$ cat config.mk
export PLATFORM = sky130hd
export DESIGN_NAME = fp_convert
export DESIGN_NICKNAME = d
export VERILOG_FILES = /design/src/rtl/fp_convert.sv
export SDC_FILE = /design/constraint.sdc
export NUM_CORES = 1
export LEC_CHECK = 0
export ABC_CLOCK_PERIOD_IN_PS = 7230
export CAP_MARGIN = 5
export CORE_UTILIZATION = 53
export DETAILED_ROUTE_END_ITERATION = 7
export PLACE_DENSITY = 0.86
export SYNTH_ARGS = -nofsm -noshare
export SYNTH_HDL_FRONTEND = slang
export SYNTH_SLANG_ARGS = --single-unit
$ cat constraint.sdc
create_clock -name clk -period 7.23 [get_ports clk]
set_input_delay 1.0845 -clock clk [delete_from_list [all_inputs] [get_ports clk]]
set_output_delay 1.0845 -clock clk [all_outputs]
set_load 0.02 [all_outputs]
$ cat src/rtl/fp_convert.sv
// rtl/fp_convert.sv - two-stage pipelined IEEE-style float format converter
module fp_convert #(
    parameter int NXI = 8,
    parameter int NMI = 23,
    parameter int NXO = 5,
    parameter int NMO = 10
) (
    input  logic               clk,
    input  logic               rst,
    input  logic               in_valid,
    output logic               in_ready,
    input  logic [NXI+NMI:0]   in_data,
    output logic               out_valid,
    input  logic               out_ready,
    output logic [NXO+NMO:0]   out_data,
    output logic [3:0]         out_flags
);

    // Exponent datapath carries two headroom bits so rebias and carry never wrap.
    localparam int EW     = ((NXI > NXO) ? NXI : NXO) + 2;
    localparam int BIAS_I = (1 << (NXI - 1)) - 1;
    localparam int BIAS_O = (1 << (NXO - 1)) - 1;
    localparam logic signed [EW-1:0] BIAS_DIFF = EW'(BIAS_O - BIAS_I);
    localparam logic signed [EW-1:0] EXP_MAX_O = EW'((1 << NXO) - 1);

    logic           in_sign;
    logic [NXI-1:0] in_exp;
    logic [NMI-1:0] in_mant;
    logic [NMO-1:0] mant_top;
    logic           guard;
    logic           sticky;

    assign in_sign = in_data[NXI+NMI];
    assign in_exp  = in_data[NXI+NMI-1:NMI];
    assign in_mant = in_data[NMI-1:0];

    generate
        if (NMO >= NMI) begin : g_pad
            if (NMO > NMI) begin : g_wide
                assign mant_top = {in_mant, {(NMO-NMI){1'b0}}};
            end else begin : g_same
                assign mant_top = in_mant;
            end
            assign guard  = 1'b0;
            assign sticky = 1'b0;
        end else begin : g_round
            assign mant_top = in_mant[NMI-1 -: NMO];
            assign guard    = in_mant[NMI-NMO-1];
            if (NMI - NMO >= 2) begin : g_sticky
                assign sticky = |in_mant[NMI-NMO-2:0];
            end else begin : g_nosticky
                assign sticky = 1'b0;
            end
        end
    endgenerate

    // Stage 1 registers
    logic                 s1_valid_q, s1_valid_d;
    logic                 s1_sign_q, s1_sign_d;
    logic                 s1_nan_q, s1_nan_d;
    logic                 s1_inf_q, s1_inf_d;
    logic                 s1_zero_q, s1_zero_d;
    logic signed [EW-1:0] s1_exp_q, s1_exp_d;
    logic [NMO-1:0]       s1_mant_q, s1_mant_d;
    logic                 s1_inc_q, s1_inc_d;
    logic                 s1_inexact_q, s1_inexact_d;

    // Stage 2 (output) registers
    logic                 s2_valid_q, s2_valid_d;
    logic [NXO+NMO:0]     s2_data_q, s2_data_d;
    logic [3:0]           s2_flags_q, s2_flags_d;

    logic s1_adv;

    assign s1_adv    = !s2_valid_q || out_ready;
    assign in_ready  = !s1_valid_q || s1_adv;
    assign out_valid = s2_valid_q;
    assign out_data  = s2_data_q;
    assign out_flags = s2_flags_q;

    always_comb begin
        logic exp_max;
        logic exp_zero;
        logic finite;
        exp_max      = &in_exp;
        exp_zero     = ~|in_exp;
        finite       = !exp_max && !exp_zero;

        s1_valid_d   = s1_valid_q;
        s1_sign_d    = s1_sign_q;
        s1_nan_d     = s1_nan_q;
        s1_inf_d     = s1_inf_q;
        s1_zero_d    = s1_zero_q;
        s1_exp_d     = s1_exp_q;
        s1_mant_d    = s1_mant_q;
        s1_inc_d     = s1_inc_q;
        s1_inexact_d = s1_inexact_q;

        if (in_ready) begin
            s1_valid_d   = in_valid;
            s1_sign_d    = in_sign;
            s1_nan_d     = exp_max && (|in_mant);
            s1_inf_d     = exp_max && !(|in_mant);
            s1_zero_d    = exp_zero;
            s1_exp_d     = $signed({{(EW-NXI){1'b0}}, in_exp}) + BIAS_DIFF;
            s1_mant_d    = mant_top;
            // A NaN payload whose top bits are zero must stay a NaN.
            if (exp_max && (|in_mant)) begin
                s1_mant_d[NMO-1] = 1'b1;
            end
            s1_inc_d     = finite && guard && (sticky || mant_top[0]);
            s1_inexact_d = finite && (guard || sticky);
        end
    end

    always_comb begin
        logic [NMO:0]         sum;
        logic signed [EW-1:0] e2;
        logic                 unf;
        logic                 ovf;
        sum = {1'b0, s1_mant_q} + {{NMO{1'b0}}, s1_inc_q};
        e2  = s1_exp_q + $signed({{(EW-1){1'b0}}, sum[NMO]});
        unf = e2[EW-1] || (e2 == '0);
        ovf = !e2[EW-1] && (e2 >= EXP_MAX_O);

        s2_valid_d = s2_valid_q;
        s2_data_d  = s2_data_q;
        s2_flags_d = s2_flags_q;

        if (s1_adv) begin
            s2_valid_d = s1_valid_q;
            if (s1_valid_q) begin
                if (s1_nan_q) begin
                    s2_data_d  = {s1_sign_q, {NXO{1'b1}}, s1_mant_q};
                    s2_flags_d = 4'b1000;
                end else if (s1_inf_q) begin
                    s2_data_d  = {s1_sign_q, {NXO{1'b1}}, {NMO{1'b0}}};
                    s2_flags_d = 4'b0000;
                end else if (s1_zero_q) begin
                    s2_data_d  = {s1_sign_q, {(NXO+NMO){1'b0}}};
                    s2_flags_d = 4'b0000;
                end else if (unf) begin
                    s2_data_d  = {s1_sign_q, {(NXO+NMO){1'b0}}};
                    s2_flags_d = 4'b0011;
                end else if (ovf) begin
                    s2_data_d  = {s1_sign_q, {NXO{1'b1}}, {NMO{1'b0}}};
                    s2_flags_d = 4'b0101;
                end else begin
                    s2_data_d  = {s1_sign_q, e2[NXO-1:0], sum[NMO-1:0]};
                    s2_flags_d = {3'b000, s1_inexact_q};
                end
            end
        end
    end

    always_ff @(posedge clk) begin
        if (rst) begin
            s1_valid_q <= 1'b0;
            s2_valid_q <= 1'b0;
            s2_data_q  <= '0;
            s2_flags_q <= '0;
        end else begin
            s1_valid_q <= s1_valid_d;
            s2_valid_q <= s2_valid_d;
            s2_data_q  <= s2_data_d;
            s2_flags_q <= s2_flags_d;
        end
    end

    always_ff @(posedge clk) begin
        s1_sign_q    <= s1_sign_d;
        s1_nan_q     <= s1_nan_d;
        s1_inf_q     <= s1_inf_d;
        s1_zero_q    <= s1_zero_d;
        s1_exp_q     <= s1_exp_d;
        s1_mant_q    <= s1_mant_d;
        s1_inc_q     <= s1_inc_d;
        s1_inexact_q <= s1_inexact_d;
    end

endmodule
==> results.yml, run 1 <==
sta:
  slew_headroom: 0.3191
  slew_viol_final: 0
  holdWs_ns: 0.4554
  fin_ws_ns: 3.448
  final_hold_viol_count: 0
  worst_slew_pin_slew_ns: 1.019
  setup-violations-final: 0
  min_period_ns: 3.782
  rsz0062_at_grt: "false"
  clock_skew_ns: 0.007897
  fmax_mhz: 264.4
  finalSetupTns_ns: 0
  fin_crit_sh: 0.5231
critical_path:
  worstSetupStartpointType: "input port"
  crit_path_end_kind: "output pin"
  cp.arrival_ns: 2.70
  crit_fanout: 27
  criticalPathCategory: "input port to output pin"
  reg2reg_slack_ns: 3.77
  required_ns: 6.15
grt:
  grt_pass1_vias: 1745
  grtUsageTotal: 0.1978
  antenna_found_initial: 0
  grt_start_max_net_pins: 28
  grt.overflow.total: 0
  grt_pass1_wl_um: 7734
placement:
  place_area_sq_um: 2994
  io_buffers: 57
  dp_hpwl_um: 3355
  dp.cells: 323
  pre_cts_slack_ns: 3.441
  place_congestion: 0.8044
logic_synthesis:
  synth_edf_count: 26
  async_reset_ff_frac: 0
  synth_nets: 265
  syn_inst: 223
  syn_area_sq_um: 2401
  ys_types: 44
  ys_seq_elements: 48
  synth_top_area_frac: 0.3252
  synthFlopType: "edfxtp_1"
  ys_warn_count: 0
  yosys.area.top_type: "edfxtp_1"
  synthTopCellsByArea: "edfxtp_1 (33%), dfxtp_1 (18%), o22ai_2 (5.2%)"
  ys_seq_area_frac: 0.5086
  avgSynthCellArea_sq_um: 10.77
drt:
  ant_nets: 0
  drt_iter0_drc: 104
  drc: 0
  via_per_inst: 5.740
  drt_pass1_iterations: 4
  finalWirelength_um: 4563
  vias: 1900
  wl_per_cell_um: 13.79
floorplanning:
  die_y_um: 69.31
  start_util: 0.5514
  die_x_um: 69.31
  io_pins: 58
  row_count: 24
  die_area_sq_um: 4803
  coreArea_sq_um: 4354
flow_run:
  drv_cap: 0
pwr:
  p_leak_nw: 1.154
  power_mw: 0.5515
  peakVddDrop_uv: 104.9
  power_density_nw_per_um2: 178.4
clocking:
  clkTransAtPathRegs_ns: 0.08
  ctsHtreeMaxLevel: 2
  cts_resized: 0
  hold_buffers: 0
  cts_buffers: 5
  cts_setup_buffers: 0
  clockBufferDepth: 2
  clkSinkCount: 48
  cts_tree: "yes"
  insertion_delay_ns: 0.30
  root_buffer: "clkbuf_8"
outcome:
  status: "finished, final reports clean"
layout:
  final_common_cell: "clkdlybuf4s50_1"
  layout_common_cells: "clkdlybuf4s50_1 (57), edfxtp_1 (26), dfxtp_1 (22)"
  nets: 320
  diodes: 0
  fin_area_sq_um: 3090
  final_core_util: 0.7098
  layout.cells.non_filler: 331
  nFillCells: 328
  drive_above_1_share: 0.1004
  area_delta_synth_final_pct: 28.71
hold_path:
  holdCritPathClass: "register to register"
[synth_stat cells (2+ instances only)]
| cell type | number |
|---|---|
| edfxtp_1 | 26 |
| dfxtp_1 | 22 |
| a21oi_1 | 17 |
| nand2_1 | 15 |
| nor2_1 | 15 |
| and3_1 | 13 |
| nand3_1 | 13 |
| o22ai_2 | 10 |
| xor2_1 | 10 |
| nor4_1 | 7 |
| ha_1 | 6 |
| clkbuf_1 | 5 |
| inv_1 | 5 |
| a311oi_1 | 4 |
| a31oi_1 | 4 |
| buf_2 | 4 |
| xnor2_1 | 4 |
| and2_1 | 3 |
| nand2b_1 | 3 |
| nand3b_1 | 3 |
| nor3_1 | 3 |
| o211a_1 | 3 |
| or3_1 | 3 |
| and4_4 | 2 |
| nand4_1 | 2 |
| or2_2 | 2 |
| or4bb_1 | 2 |
[kinds of logic after synthesis]
logic type | count (synthesis) | share of synthesized area
simple gates | 94 | 0.2267
fa+ha+maj | 6 | 0.03127
xor+xnor | 14 | 0.05107
buf+inv | 15 | 0.02866
flops | 48 | 0.5086
compound gates | 46 | 0.1537
[state kept, by name, summed over array words and instances (netlist names)]
name,count
out_valid,1
s1_zero_q,1
s1_sign_q,1
out_flags,4
s1_exp_q,10
s1_mant_q,10
s1_inexact_q,1
s1_inc_q,1
s1_inf_q,1
s1_valid_q,1
out_data,16
s1_nan_q,1
[worst max-delay path: stages]
cell and delay (ns):
clkdlybuf4s50_1 0.50, nor2b_4 0.06, nand2_1 0.06, buf_4 0.31, clkdlybuf4s50_1 0.67
[where the power goes]
| group | internal, mW | switching [mW] | total, mW |
|---|---|---|---|
| logic | 0.0402 | 0.0341 | 0.0743 |
| clock network | 0.0781 | 0.0854 | 0.164 |
| registers | 0.301 | 0.0122 | 0.314 |
| total | 0.420 | 0.132 | 0.551 |
[worst paths after layout]
check	to	startpoint	cells after the start
worst max-delay path	in_ready	out_ready	5
worst min-delay path	out_data[15]	out_data[15]	2
worst max register to register	out_data[0]	s1_mant_q[2]	11
worst min register to register	out_data[15]	out_data[15]	2
[layer usage]
metal	wire length, um	global-route usage	vias to the layer above	share of wire
met5	0	0	-	0
met4	62	0.06122	0	0.014
met3	274	0.04070	6	0.060
met2	2079	0.3236	65	0.46
met1	2147	0.2644	876	0.47
li1	-	-	953	-
[area by class of cell]
| class | count | area [sq um] | share of cell area |
|---|---|---|---|
| clock buffers | 6 | 82.58 | 0.02672 |
| repair buffers | 58 | 578.1 | 0.1870 |
| flip-flops and latches | 48 | 1221 | 0.3951 |
| clock inverters | 2 | 13.76 | 0.004453 |
| multi-input cells | 160 | 1111 | 0.3595 |
| inverters | 5 | 18.77 | 0.006073 |
| well taps | 52 | 65.06 | 0.02105 |
(Power assumes the default switching activity.)
==> run 2, diff against run 1 <==
==> config.mk (replaced) <==
export PLATFORM = sky130hd
export DESIGN_NAME = fp_convert
export DESIGN_NICKNAME = d
export VERILOG_FILES = /design/src/rtl/fp_convert.sv
export SDC_FILE = /design/constraint.sdc
export NUM_CORES = 1
export LEC_CHECK = 0
export ABC_CLOCK_PERIOD_IN_PS = 3400
export CAP_MARGIN = 5
export CORE_UTILIZATION = 45
export DETAILED_ROUTE_END_ITERATION = 7
export PLACE_DENSITY = 0.78
export SYNTH_ARGS = -nofsm -noshare
export SYNTH_HDL_FRONTEND = slang
export SYNTH_SLANG_ARGS = --single-unit
==> constraint.sdc (replaced) <==
create_clock -name clk -period 3.4 [get_ports clk]
set_input_delay 0.51 -clock clk [delete_from_list [all_inputs] [get_ports clk]]
set_output_delay 0.51 -clock clk [all_outputs]
set_load 0.02 [all_outputs]
==> results.yml, run 2 (synthesis results as in run 1) <==
outcome:
  status: "finished, final reports clean"
layout:
  drive_above_1_share: 0.1099
  nets: 323
  layout.cells.non_filler: 352
  area_delta_synth_final_pct: 31.84
  diodes: 0
  final_common_cell: "clkdlybuf4s50_1"
  layout_common_cells: "clkdlybuf4s50_1 (57), edfxtp_1 (26), dfxtp_1 (22)"
  largest_reg_flops: 16
clocking:
  cts_buffers: 5
  clkSinkCount: 48
  ctsHtreeMaxLevel: 2
  hold_buffers: 0
  cts_resized: 0
  clkTransAtPathRegs_ns: 0.09
  clockBufferDepth: 2
  cts_setup_buffers: 0
  insertion_delay_ns: 0.31
  cts_tree: "yes"
  root_buffer: "clkbuf_8"
sta:
  fin_ws_ns: 0.3241
  final_hold_viol_count: 0
  clock_skew_ns: 0.01139
  fin_crit_sh: 0.9047
  min_period_ns: 3.076
  rsz0062_at_grt: "false"
  setup-violations-final: 0
  slew_headroom: 0.7066
  finalSetupTns_ns: 0
  fmax_mhz: 325.1
  slew_viol_final: 0
  worst_slew_pin_slew_ns: 0.4380
  holdWs_ns: 0.4577
grt:
  grt_start_max_net_pins: 27
  grtUsageTotal: 0.1963
  grt.overflow.total: 0
  grt_pass1_vias: 1780
  grt_pass1_wl_um: 8245
  antenna_found_initial: 0
critical_path:
  crit_path_end_kind: "register"
  worstSetupStartpointType: "register"
  required_ns: 3.64
  criticalPathCategory: "register to register"
  slowest_stage: "or4_4"
  critPathMostFrequentCell: "and3_1"
  path_delay_family: "simple AND/OR/NAND/NOR gates"
  path_buf_inv: 0
  max_stage_delay_ns: 0.60
  crit_chain: "and3_1 > and3_1 > nand3_1 > nor2_1 > ha_1 > and4_4 > a21boi_1 > nor3b_2 > nand2_1 > or4_4 > o22ai_2"
  crit_fanout: 10
  cp.arrival_ns: 3.31
drt:
  drt_iter0_drc: 83
  vias: 1923
  wl_per_cell_um: 14.24
  ant_nets: 0
  drt_pass1_iterations: 4
  drc: 0
  via_per_inst: 5.463
  finalWirelength_um: 5014
pwr:
  power_density_nw_per_um2: 397.1
  power_mw: 1.257
  peakVddDrop_uv: 176.6
  p_leak_nw: 1.180
placement:
  place_congestion: 0.8159
  dp.cells: 344
  dp_hpwl_um: 3732
  pre_cts_slack_ns: 0.1523
  io_buffers: 57
floorplanning:
  coreArea_sq_um: 5107
  start_util: 0.4701
  die_y_um: 75.05
  io_pins: 58
  die_x_um: 75.05
  row_count: 26
  die_area_sq_um: 5632
hold_path:
  holdCritPathClass: "register to register"
flow_run:
  drv_cap: 0
## run 2: cell types whose count changed in the layout (fill, tap and decap cells not counted), sizes merged
cell,change
buf,+3
inv,-1
clkinv,-1
clkbuf,+2
## run 2: metal layers
metal | track usage | share of wire
met3 | 0.03882 | 0.051
met2 | 0.3123 | 0.48
met5 | 0 | 0
met1 | 0.2669 | 0.45
met4 | 0.07128 | 0.015
## run 2: area by class of cell
class	count	area, sq um
repair buffers	61	600.6
fillers	440	1942
flip-flops and latches	48	1221
inverters	5	18.77
well taps	70	87.58
clock buffers	8	122.6
multi-input cells	160	1115
## run 2: worst reg2reg max path: stages (launching register included)
cell and delay (ns):
edfxtp_1 0.42, and3_1 0.23, and3_1 0.23, nand3_1 0.11
nor2_1 0.18, ha_1 0.36, and4_4 0.30, a21boi_1 0.08
nor3b_2 0.25, nand2_1 0.10, or4_4 0.60, o22ai_2 0.17
## run 2: power by group
group	internal (mW)	leakage [nW]	switching (mW)	total (mW)
Combinational	0.0881	0.661	0.0755	0.164
Clock	0.235	0.0618	0.191	0.426
Sequential	0.641	0.457	0.0265	0.668
Total	0.964	1.18	0.293	1.26
## run 2: path summary, 6_finish.rpt
| path | from | endpoint | slack [ns] | cells past startpoint |
|---|---|---|---|---|
| setup / recovery | s1_mant_q[2] | out_data[0] | 0.32 | 11 |
| hold / removal | out_flags[2] | out_flags[2] | 0.46 | 2 |
| setup reg to reg | s1_mant_q[2] | out_data[0] | 0.32 | 11 |
| hold reg to reg | out_flags[2] | out_flags[2] | 0.46 | 2 |
## run 2: stage by stage
step | util | cell area, sq um
4_1_cts | 0.6191 | 3162
5_1_grt | 0.6198 | 3166
3_3_place_gp | 0.5951 | 3039
3_5_place_dp | 0.5951 | 3039
2_1_floorplan | - | 2401
6_report | 0.6198 | 3166
